[src/rtl/autenticacao_pkg.sv]
// Shared definitions for the authentication codeword receiver.
//   state_t        : receiver FSM states
//   CODE_W, SEL_W  : codeword and key-selector widths
//   expected_code  : codeword the sender must transmit for a given selector
package autenticacao_pkg;

    localparam int CODE_W = 7;
    localparam int SEL_W  = 3;

    typedef enum logic [1:0] {
        IDLE   = 2'd0,
        RECV   = 2'd1,
        CHECK  = 2'd2,
        LOCKED = 2'd3
    } state_t;

    // sel = {A, B, C}; E = {1, A^B, C, C, A&~B, 1, A&~B}
    function automatic logic [CODE_W-1:0] expected_code(input logic [SEL_W-1:0] sel);
        logic a_s;
        logic b_s;
        logic c_s;
        a_s = sel[2];
        b_s = sel[1];
        c_s = sel[0];
        expected_code = {1'b1, a_s ^ b_s, c_s, c_s, a_s & ~b_s, 1'b1, a_s & ~b_s};
    endfunction

endpackage

[src/rtl/autenticacao_deserializador.sv]
// Serial-to-parallel front end for one codeword frame.
//   clk, rst   : clock, asynchronous active-high reset
//   clear      : restart the frame (shift register and both counters to 0)
//   enable     : frame reception active this cycle
//   bit_in     : serial bit, MSB first
//   bit_valid  : bit_in valid this cycle
//   code       : bits collected so far (last bit at LSB)
//   done       : this cycle's bit completes the codeword
//   timeout    : this idle cycle exhausts the inter-bit budget
module autenticacao_deserializador
    import autenticacao_pkg::*;
#(
    parameter int TIMEOUT = 32
) (
    input  logic              clk,
    input  logic              rst,
    input  logic              clear,
    input  logic              enable,
    input  logic              bit_in,
    input  logic              bit_valid,
    output logic [CODE_W-1:0] code,
    output logic              done,
    output logic              timeout
);

    localparam int BIT_CNT_W = $clog2(CODE_W + 1);
    localparam int TO_W      = $clog2(TIMEOUT + 1);
    localparam logic [BIT_CNT_W-1:0] LAST_BIT = BIT_CNT_W'(CODE_W - 1);
    localparam logic [TO_W-1:0]      TO_LAST  = TO_W'(TIMEOUT - 1);

    logic [CODE_W-1:0]    shift_r;
    logic [BIT_CNT_W-1:0] bit_cnt_r;
    logic [TO_W-1:0]      to_cnt_r;

    // Shift register, bit counter and inter-bit timeout counter
    always_ff @(posedge clk or posedge rst) begin
        if (rst) begin
            shift_r   <= {CODE_W{1'b0}};
            bit_cnt_r <= {BIT_CNT_W{1'b0}};
            to_cnt_r  <= {TO_W{1'b0}};
        end else if (clear) begin
            shift_r   <= {CODE_W{1'b0}};
            bit_cnt_r <= {BIT_CNT_W{1'b0}};
            to_cnt_r  <= {TO_W{1'b0}};
        end else if (enable) begin
            if (bit_valid) begin
                shift_r   <= {shift_r[CODE_W-2:0], bit_in};
                bit_cnt_r <= bit_cnt_r + BIT_CNT_W'(1);
                to_cnt_r  <= {TO_W{1'b0}};
            end else begin
                to_cnt_r  <= to_cnt_r + TO_W'(1);
            end
        end
    end

    assign code = shift_r;
    // Flags fire on the edge that would make the count reach its limit,
    // so the FSM leaves RECV on exactly that edge.
    assign done    = enable && bit_valid && (bit_cnt_r == LAST_BIT);
    assign timeout = enable && !bit_valid && (to_cnt_r == TO_LAST);

endmodule

[src/rtl/autenticacao_verificador.sv]
// Authentication codeword verifier: latches a key selector, receives a
// 7-bit codeword, grants or denies, and locks out after repeated denials.
//   clk, rst          : clock, asynchronous active-high reset
//   start, A, B, C    : frame start and key selector {A,B,C}
//   bit_in, bit_valid : serial codeword, MSB first
//   granted/denied/aborted : one-cycle result pulses
//   busy              : frame in RECV or CHECK
//   locked            : lockout in progress
//   fail_cnt          : consecutive-denial count
module autenticacao_verificador
    import autenticacao_pkg::*;
#(
    parameter int MAX_FAIL    = 3,
    parameter int LOCK_CYCLES = 16,
    parameter int TIMEOUT     = 32
) (
    input  logic                          clk,
    input  logic                          rst,
    input  logic                          start,
    input  logic                          A,
    input  logic                          B,
    input  logic                          C,
    input  logic                          bit_in,
    input  logic                          bit_valid,
    output logic                          granted,
    output logic                          denied,
    output logic                          aborted,
    output logic                          busy,
    output logic                          locked,
    output logic [$clog2(MAX_FAIL+1)-1:0] fail_cnt
);

    localparam int FAIL_W = $clog2(MAX_FAIL + 1);
    localparam int LOCK_W = $clog2(LOCK_CYCLES + 1);
    localparam logic [FAIL_W-1:0] FAIL_MAX  = FAIL_W'(MAX_FAIL);
    localparam logic [LOCK_W-1:0] LOCK_LOAD = LOCK_W'(LOCK_CYCLES);
    localparam logic [LOCK_W-1:0] LOCK_ONE  = LOCK_W'(1);

    state_t             state_r, state_s;
    logic [SEL_W-1:0]   sel_r, sel_s;
    logic [FAIL_W-1:0]  fail_cnt_r, fail_cnt_s, fail_inc_s;
    logic [LOCK_W-1:0]  lock_cnt_r, lock_cnt_s;
    logic               granted_r, granted_s;
    logic               denied_r, denied_s;
    logic               aborted_r, aborted_s;
    logic               busy_r, busy_s;
    logic               locked_r, locked_s;

    logic               clear_s, enable_s, done_s, timeout_s, match_s;
    logic [CODE_W-1:0]  code_s;

    // start is honoured only in IDLE and RECV, and a coincident bit is dropped
    assign clear_s  = start && ((state_r == IDLE) || (state_r == RECV));
    assign enable_s = (state_r == RECV) && !start;
    assign match_s  = (code_s == expected_code(sel_r));
    assign fail_inc_s = (fail_cnt_r == FAIL_MAX) ? fail_cnt_r : fail_cnt_r + FAIL_W'(1);

    autenticacao_deserializador #(
        .TIMEOUT (TIMEOUT)
    ) u_deser (
        .clk       (clk),
        .rst       (rst),
        .clear     (clear_s),
        .enable    (enable_s),
        .bit_in    (bit_in),
        .bit_valid (bit_valid),
        .code      (code_s),
        .done      (done_s),
        .timeout   (timeout_s)
    );

    // FSM state register
    always_ff @(posedge clk or posedge rst) begin
        if (rst) begin
            state_r <= IDLE;
        end else begin
            state_r <= state_s;
        end
    end

    // FSM next-state logic
    always_comb begin
        state_s = state_r;
        case (state_r)
            IDLE: begin
                if (start) state_s = RECV;
                else       state_s = IDLE;
            end
            RECV: begin
                if (start)          state_s = RECV;
                else if (done_s)    state_s = CHECK;
                else if (timeout_s) state_s = IDLE;
                else                state_s = RECV;
            end
            CHECK: begin
                if (match_s)                  state_s = IDLE;
                else if (fail_inc_s == FAIL_MAX) state_s = LOCKED;
                else                          state_s = IDLE;
            end
            LOCKED: begin
                if (lock_cnt_r <= LOCK_ONE) state_s = IDLE;
                else                        state_s = LOCKED;
            end
            default: state_s = IDLE;
        endcase
    end

    // Next values of outputs, selector, fail counter and lock counter
    always_comb begin
        granted_s  = (state_r == CHECK) && match_s;
        denied_s   = (state_r == CHECK) && !match_s;
        aborted_s  = timeout_s;
        // Decoding the next state keeps busy/locked aligned with the state itself
        busy_s     = (state_s == RECV) || (state_s == CHECK);
        locked_s   = (state_s == LOCKED);
        sel_s      = sel_r;
        fail_cnt_s = fail_cnt_r;
        lock_cnt_s = lock_cnt_r;
        if (clear_s) begin
            sel_s = {A, B, C};
        end else begin
            sel_s = sel_r;
        end
        case (state_r)
            CHECK: begin
                if (match_s) begin
                    fail_cnt_s = {FAIL_W{1'b0}};
                end else begin
                    fail_cnt_s = fail_inc_s;
                    if (state_s == LOCKED) lock_cnt_s = LOCK_LOAD;
                    else                   lock_cnt_s = lock_cnt_r;
                end
            end
            LOCKED: begin
                lock_cnt_s = lock_cnt_r - LOCK_ONE;
                if (state_s == IDLE) fail_cnt_s = {FAIL_W{1'b0}};
                else                 fail_cnt_s = fail_cnt_r;
            end
            default: begin
                fail_cnt_s = fail_cnt_r;
                lock_cnt_s = lock_cnt_r;
            end
        endcase
    end

    // Output and datapath registers
    always_ff @(posedge clk or posedge rst) begin
        if (rst) begin
            granted_r  <= 1'b0;
            denied_r   <= 1'b0;
            aborted_r  <= 1'b0;
            busy_r     <= 1'b0;
            locked_r   <= 1'b0;
            sel_r      <= {SEL_W{1'b0}};
            fail_cnt_r <= {FAIL_W{1'b0}};
            lock_cnt_r <= {LOCK_W{1'b0}};
        end else begin
            granted_r  <= granted_s;
            denied_r   <= denied_s;
            aborted_r  <= aborted_s;
            busy_r     <= busy_s;
            locked_r   <= locked_s;
            sel_r      <= sel_s;
            fail_cnt_r <= fail_cnt_s;
            lock_cnt_r <= lock_cnt_s;
        end
    end

    assign granted  = granted_r;
    assign denied   = denied_r;
    assign aborted  = aborted_r;
    assign busy     = busy_r;
    assign locked   = locked_r;
    assign fail_cnt = fail_cnt_r;

endmodule
[config.mk]
export PLATFORM = sky130hd
export DESIGN_NAME = autenticacao_verificador
export DESIGN_NICKNAME = d
export VERILOG_FILES = /design/src/rtl/autenticacao_pkg.sv /design/src/rtl/autenticacao_deserializador.sv /design/src/rtl/autenticacao_verificador.sv
export SDC_FILE = /design/constraint.sdc
export NUM_CORES = 1
export LEC_CHECK = 0
export CORE_MARGIN = 1
export CORE_UTILIZATION = 39
export CTS_BUF_LIST = sky130_fd_sc_hd__clkbuf_2 sky130_fd_sc_hd__clkbuf_4 sky130_fd_sc_hd__clkbuf_8
export CTS_CLUSTER_SIZE = 14
export DETAILED_ROUTE_END_ITERATION = 10
export PLACE_DENSITY_LB_ADDON = 0.12
export SLEW_MARGIN = 20
export SYNTH_ARGS = -nofsm -noshare
export SYNTH_HDL_FRONTEND = slang
export SYNTH_HIERARCHICAL = 1
export SYNTH_SLANG_ARGS = --single-unit
[constraint.sdc]
create_clock -name clk -period 4 [get_ports clk]
set_input_delay 0.8 -clock clk [delete_from_list [all_inputs] [get_ports clk]]
set_output_delay 0.8 -clock clk [all_outputs]
set_load 0.02 [all_outputs]
; Word-level counts from Yosys, hierarchy flattened
; Cells that the tools add are included.
[totals]
register_bits = 33
input_bits = 8
output_inout_bits = 7
word_cells = 79
[classes]
n_addsub = 4
magnitude_cmp = 1
n_eq_ne = 14
muxes = 24
bitwise = 3
reduce_logical = 21
[op_table]
columns = cell, count
row1 = 7-bit two-way mux, 3
row2 = 6-bit two-way mux, 3
row3 = 2-bit two-way mux, 8
row4 = 2-bit == test (second input constant), 6
row5 = 5-bit two-way mux, 2
row6 = 5-bit case mux with 2 select lines, 1
row7 = 3-bit two-way mux, 3
row8 = 1-bit logical AND, 8
row9 = 2-bit case mux with 4 select lines, 1
row10 = 7-bit == test, 1
row11 = 6-bit by 1-bit adder with 6-bit output (second input constant), 1
row12 = 6-bit by 5-bit == test with 1-bit output (second input constant), 1
row13 = 2-bit inequality test (second input constant), 3
row14 = 2-bit nonzero test, 3
row15 = 5-bit by 1-bit less-or-equal comparator with 1-bit output (second input constant), 1
row16 = 5-bit by 1-bit subtractor with 5-bit output (second input constant), 1
row17 = 2-bit by 1-bit == test with 1-bit output (second input constant), 2
row18 = 2-bit zero test, 2
row19 = 2-bit case mux with 2 select lines, 1
row20 = 2-bit AND reduction, 2
row21 = 3-bit by 1-bit adder with 3-bit output (second input constant), 1
row22 = 3-bit == test (second input constant), 1
row23 = 1-bit zero test, 3
row24 = 3-bit AND reduction, 1
row25 = 6 further kinds, 8

; Depth between registers and ports, before layout
[depth]
word_depth = 12
mapped_depth = 12
depth_no_buf = 11

; Hierarchy
; The synthesis kept the hierarchy.
[modules_own_cells]
columns = mod, instances, cells_each, area_each_um2, seq_area_each_um2
row1 = autenticacao_verificador, 1, 89, 938.4, 425.4
row2 = autenticacao_deserializador, 1, 85, 793.3, 400.4

; Least setup slack after synthesis
; No wires, ideal clock.
[synth_path]
path_type = input-to-reg
start = input port start
end = register lock_cnt_r[4]
setup_time_ns = 0.124
arrival_time_ns = 3.191
t_required_ns = 3.876
path_slack_ns = 0.685
stages = 11
n_path_buf = 1
cell_sequence = nor3_1 and2_2 buf_2 and3_1 nor2_1 a211oi_1 nor2b_1 o2bb2ai_1 ha_1 a21boi_2 o31a_1
[synth_between]
elab_cells_between_ends = 14
cone_classes = 2 x eq/ne / 5 x mux / 7 x reduce/logical
[synth_lines]
columns = item, line_no
row1 = start: declaration, autenticacao_verificador.sv:19  ; input logic start,
row2 = 1-bit zero test, autenticacao_verificador.sv:54  ; assign enable_s = (state_r == RECV) && !start;
row3 = 1-bit logical AND, autenticacao_verificador.sv:54
row4 = 1-bit logical AND (2 in a row), autenticacao_deserializador.sv:59  ; assign done = enable && bit_valid && (bit_cnt_r == LAST_BIT);
row5 = net done_s, autenticacao_verificador.sv:49  ; logic clear_s, enable_s, done_s, timeout_s, match_s;
row6 = 2-bit two-way mux, autenticacao_verificador.sv:91  ; else if (done_s) state_s = CHECK;
row7 = 2-bit two-way mux, autenticacao_verificador.sv:90  ; if (start) state_s = RECV;
row8 = 2-bit case mux with 4 select lines, autenticacao_verificador.sv:84  ; case (state_r)
row9 = net state_s[0], autenticacao_verificador.sv:39  ; state_t state_r, state_s;
row10 = 2-bit == test, n/a
row11 = net locked_s, autenticacao_verificador.sv:47  ; logic locked_r, locked_s;
row12 = 2-bit inequality test (no source line), n/a
row13 = 3-bit AND reduction (no source line), n/a
row14 = end signal: assignment, autenticacao_verificador.sv:156  ; lock_cnt_r <= {LOCK_W{1'b0}};
row15 = end signal: assignment, autenticacao_verificador.sv:165  ; lock_cnt_r <= lock_cnt_s;
row16 = end: declaration, autenticacao_verificador.sv:42  ; logic [LOCK_W-1:0] lock_cnt_r, lock_cnt_s;
; The timed path passes the listed nets, and every way through them passes these cells.
; A chain may end at the register's enable or synchronous reset.

; Worst setup path in the final report
[layout_path]
start = input port start
end = register lock_cnt_r[4]
[layout_between]
elab_cells_between_ends = 14
cone_classes = 2 x eq/ne / 5 x mux / 7 x reduce/logical
[layout_lines]
columns = item, line_no
row1 = 1-bit zero test, autenticacao_verificador.sv:54
row2 = 1-bit logical AND, autenticacao_verificador.sv:54
row3 = net enable_s, autenticacao_verificador.sv:49
row4 = 1-bit logical AND (2 in a row), autenticacao_deserializador.sv:59
row5 = net done_s, autenticacao_verificador.sv:49
row6 = 2-bit two-way mux, autenticacao_verificador.sv:91
row7 = 2-bit two-way mux, autenticacao_verificador.sv:90
row8 = 2-bit case mux with 4 select lines, autenticacao_verificador.sv:84
row9 = net state_s[0], autenticacao_verificador.sv:39
row10 = 2-bit == test, n/a
row11 = net locked_s, autenticacao_verificador.sv:47
row12 = 2-bit inequality test (no source line), n/a
row13 = 3-bit AND reduction (no source line), n/a
; The timed path passes the listed nets, and every way through them passes these cells.

==> impl_metrics.json <==
{
  "syn_nets": 190,
  "required_ns": 4.17,
  "outcome": "finished clean",
  "p_int_uw": 586,
  "place_ws_ns": 0.465,
  "relSlewSlack_pct": 58.0,
  "synth_edf_count": 0,
  "yosysWarnings": 6,
  "grt_overflow": 0,
  "critical-path-slowest-cell": "clkdlybuf4s50_1",
  "grt_max_degree": 21,
  "die_w_um": 68.6,
  "num_antenna_cells": 0,
  "switching_share_pct": 21.7,
  "path_cells": "clkdlybuf4s50_1 > nor3_1 > buf_4 > and2_2 > and3_1 > nor2_1 > a211oi_1 > nor2b_1 > o2bb2ai_1 > ha_1 > a21boi_2 > o31a_1",
  "ys_top_cells_by_count": "33 x dfrtp_1, 23 x nand2_1, 15 x a21oi_1, 9 x nor2_1",
  "grt_antenna_before_repair": 0,
  "cap_violations": 0,
  "power_leakage_uw": 0.000873,
  "pwr-share-seq_pct": 47.4,
  "yosysSeqAreaShare_pct": 47.7,
  "wirelength_um": 3200,
  "critPathArrivalTime_ns": 3.41,
  "synth_top_area_share_pct": 47.7,
  "dieHeight_um": 68.6,
  "die_area_sq_mm": 0.00471,
  "tightest_slew_ns": 0.629,
  "cts_buffers": 5,
  "syn2layout_area_growth_pct": 17.4,
  "fin_nets": 206,
  "drive_above_1_share_pct": 13.1,
  "drt_iter0_drc": 104,
  "worst_setup_path_start_kind": "input port",
  "grt_pass1_wl_um": 5510,
  "num_vias": 1277,
  "ios": 15,
  "avgSynthCellArea_sq_um": 9.95,
  "synth_ff_type": "dfrtp_1",
  "finalHoldViolations": 0,
  "timing.fmax_ghz": 0.309,
  "cts-htree-levels": 2,
  "synth_cell_type_count": 51,
  "slowest_delay_ns": 0.46,
  "finalWeightedCongestion": 0.849,
  "total_power_uw": 749,
  "start_util_pct": 41.8,
  "ctsResizeCount": 0,
  "synthCells": 174,
  "finalSetupTns_ns": 0,
  "wl_per_cell_um": 13.3,
  "path_buf_inv": 2,
  "setup_viol": 0,
  "synth_area_leaders": "dfrtp_1 48%, ha_1 5.8%, nand2_1 5.0%",
  "postCtsSetupRepairBufs": 0,
  "period_share_pct": 81.0,
  "yosysMostFrequentCell": "dfrtp_1",
  "power.switching_uw": 163,
  "fin_ws_ns": 0.759,
  "clockPowerShare_pct": 43.6,
  "drc": 0,
  "firstDrtPassIters": 4,
  "ctsHoldBuffers": 0,
  "final_area_sq_mm": 0.00203,
  "timing.hold.ws_ns": 0.517,
  "regArea_sq_um": 826,
  "core_area_sq_mm": 0.00414,
  "fill_cells": 380,
  "clockBufferDepth": 2,
  "fin_skew_ns": 0.00492,
  "synthArstFlopShare_pct": 100,
  "slew_violations": 0,
  "rsz0062_at_grt": "false",
  "power_density_mw_per_mm2": 368,
  "ys_ff_latch": 33,
  "routed_via_density": 5.30,
  "yosys.area.top_type": "dfrtp_1",
  "critPathKind": "in2reg",
  "cts.sinks": 33,
  "hpwl_um": 2350,
  "grt_usage_pct": 16.0,
  "fp-row-count": 23,
  "peakVddDrop_mv": 0.223,
  "hp-class": "reg2reg",
  "p_comb_share_pct": 9.1,
  "clk_pin_slew_ns": 0.07,
  "cts_tree": "done",
  "grt_pass1_vias": 1264,
  "port_buffers": 14,
  "path_delay_family": "compound AO/OA/AOI/OAI gates",
  "cp_max_fo": 11,
  "root_buffer": "clkbuf_8",
  "ant_nets": 0,
  "syn_area_sq_mm": 0.00173,
  "multiInputGateArea_sq_um": 840,
  "clock_latency_ns": 0.28,
  "cp-end-kind": "flip-flop",
  "dpl_cell_area_sq_mm": 0.00191,
  "min_period_ns": 3.24
}
-- per-stage QoR --
| stage | cells | utilization (%) |
|---|---|---|
| 2_1_floorplan | 174 | - |
| 3_3_place_gp | 233 | 46.2 |
| 3_5_place_dp | 233 | 46.2 |
| 4_1_cts | 241 | 49.1 |
| 5_1_grt | 241 | 49.1 |
| 6_report | 241 | 49.1 |
-- flip-flops by register name (all words and copies together), names as in the netlist, 2 cells and up --
register	count
sel_r	3
u_deser/bit_cnt_r	3
state_r	2
lock_cnt_r	5
fail_cnt	2
u_deser/to_cnt_r	6
u_deser/code	7
-- layout by cell type, fill, tap and decap left out, types with 2 or more instances in the layout --
cell	netlist	final
o211ai_1	2	2
nor2b_1	4	4
a22oi_1	2	2
dfrtp_1	33	33
and2_1	2	2
nor3b_1	2	2
nor2_1	9	9
mux2_2	3	3
nand3_1	4	4
a21o_1	2	2
a31oi_1	4	4
buf_4	0	2
clkbuf_8	0	6
o21ai_0	6	6
clkdlybuf4s50_1	0	14
nor3_1	3	3
xor2_1	2	2
and3_2	2	2
nand2_1	23	23
a211oi_1	2	2
inv_1	8	8
nand4_1	2	2
and2b_2	2	2
ha_1	8	8
a21oi_1	15	15
a32o_1	2	2
-- worst register-to-register path: stages, from the launching register on --
cell,delay (ns)
dfrtp_1,0.64
inv_1,0.16
nor3_1,0.19
buf_4,0.19
and2_2,0.28
and3_1,0.21
nor2_1,0.05
a211oi_1,0.37
nor2b_1,0.11
o2bb2ai_1,0.15
ha_1,0.22
a21boi_2,0.18
o31a_1,0.25
-- routing by layer --
| metal | up-vias | wire length (um) | global-route usage, % |
|---|---|---|---|
| li1 | 651 | - | - |
| met1 | 602 | 1490 | 18.9 |
| met2 | 20 | 1570 | 27.7 |
| met3 | 4 | 101 | 4.44 |
| met4 | 0 | 36 | 5.47 |
| met5 | - | 0 | 0 |
-- cells by family (layout without fill, tap and decap cells) --
family,count (synthesis),in the layout,share of synthesized area (%)
multiplexers,4,4,2.53
AO/OA/AOI/OAI,46,46,18.2
AND/OR/NAND/NOR,65,65,20.4
buffers and inverters,15,32,3.83
flip-flops,33,33,47.7
adder cells (fa/ha/maj),8,8,5.78
XOR/XNOR,3,3,1.52
-- layout make-up --
type | instances | area share, %
clock buffers | 7 | 4.43
flip-flops and latches | 33 | 40.6
multi-input cells | 126 | 41.3
repair buffers | 16 | 7.63
inverters | 8 | 1.48
well taps | 50 | 3.08
clock inverters | 1 | 1.48
-- path summary, 6_finish.rpt --
path / start / endpoint / slack (ns) / cells past startpoint
min in group asynchronous: rst / u_deser/code[5]$_DFFE_PP0P_ / 0.92 / 2
worst max-delay path: start / lock_cnt_r[4]$_DFFE_PP0P_ / 0.76 / 12
worst min-delay path: u_deser/to_cnt_r[5]$_DFFE_PP0P_ / aborted$_DFF_PP0_ / 0.52 / 1
worst max register to register: state_r[0]$_DFF_PP0_ / lock_cnt_r[4]$_DFFE_PP0P_ / 0.90 / 12
max in group asynchronous: rst / lock_cnt_r[2]$_DFFE_PP0P_ / 2.66 / 2
worst min register to register: u_deser/to_cnt_r[5]$_DFFE_PP0P_ / aborted$_DFF_PP0_ / 0.52 / 1
-- power by group through the flow --
stage                     clock (uW)  sequential (uW)  combinational, uW
final                            326              355               67.8
after global routing             346              356               76.6
after CTS                        335              355               69.3
after detailed placement           0              361               68.7
after global placement             0              360               68.1
after floorplan                    0              358               51.6
No activity file was read; power rests on OpenSTA's default activity.
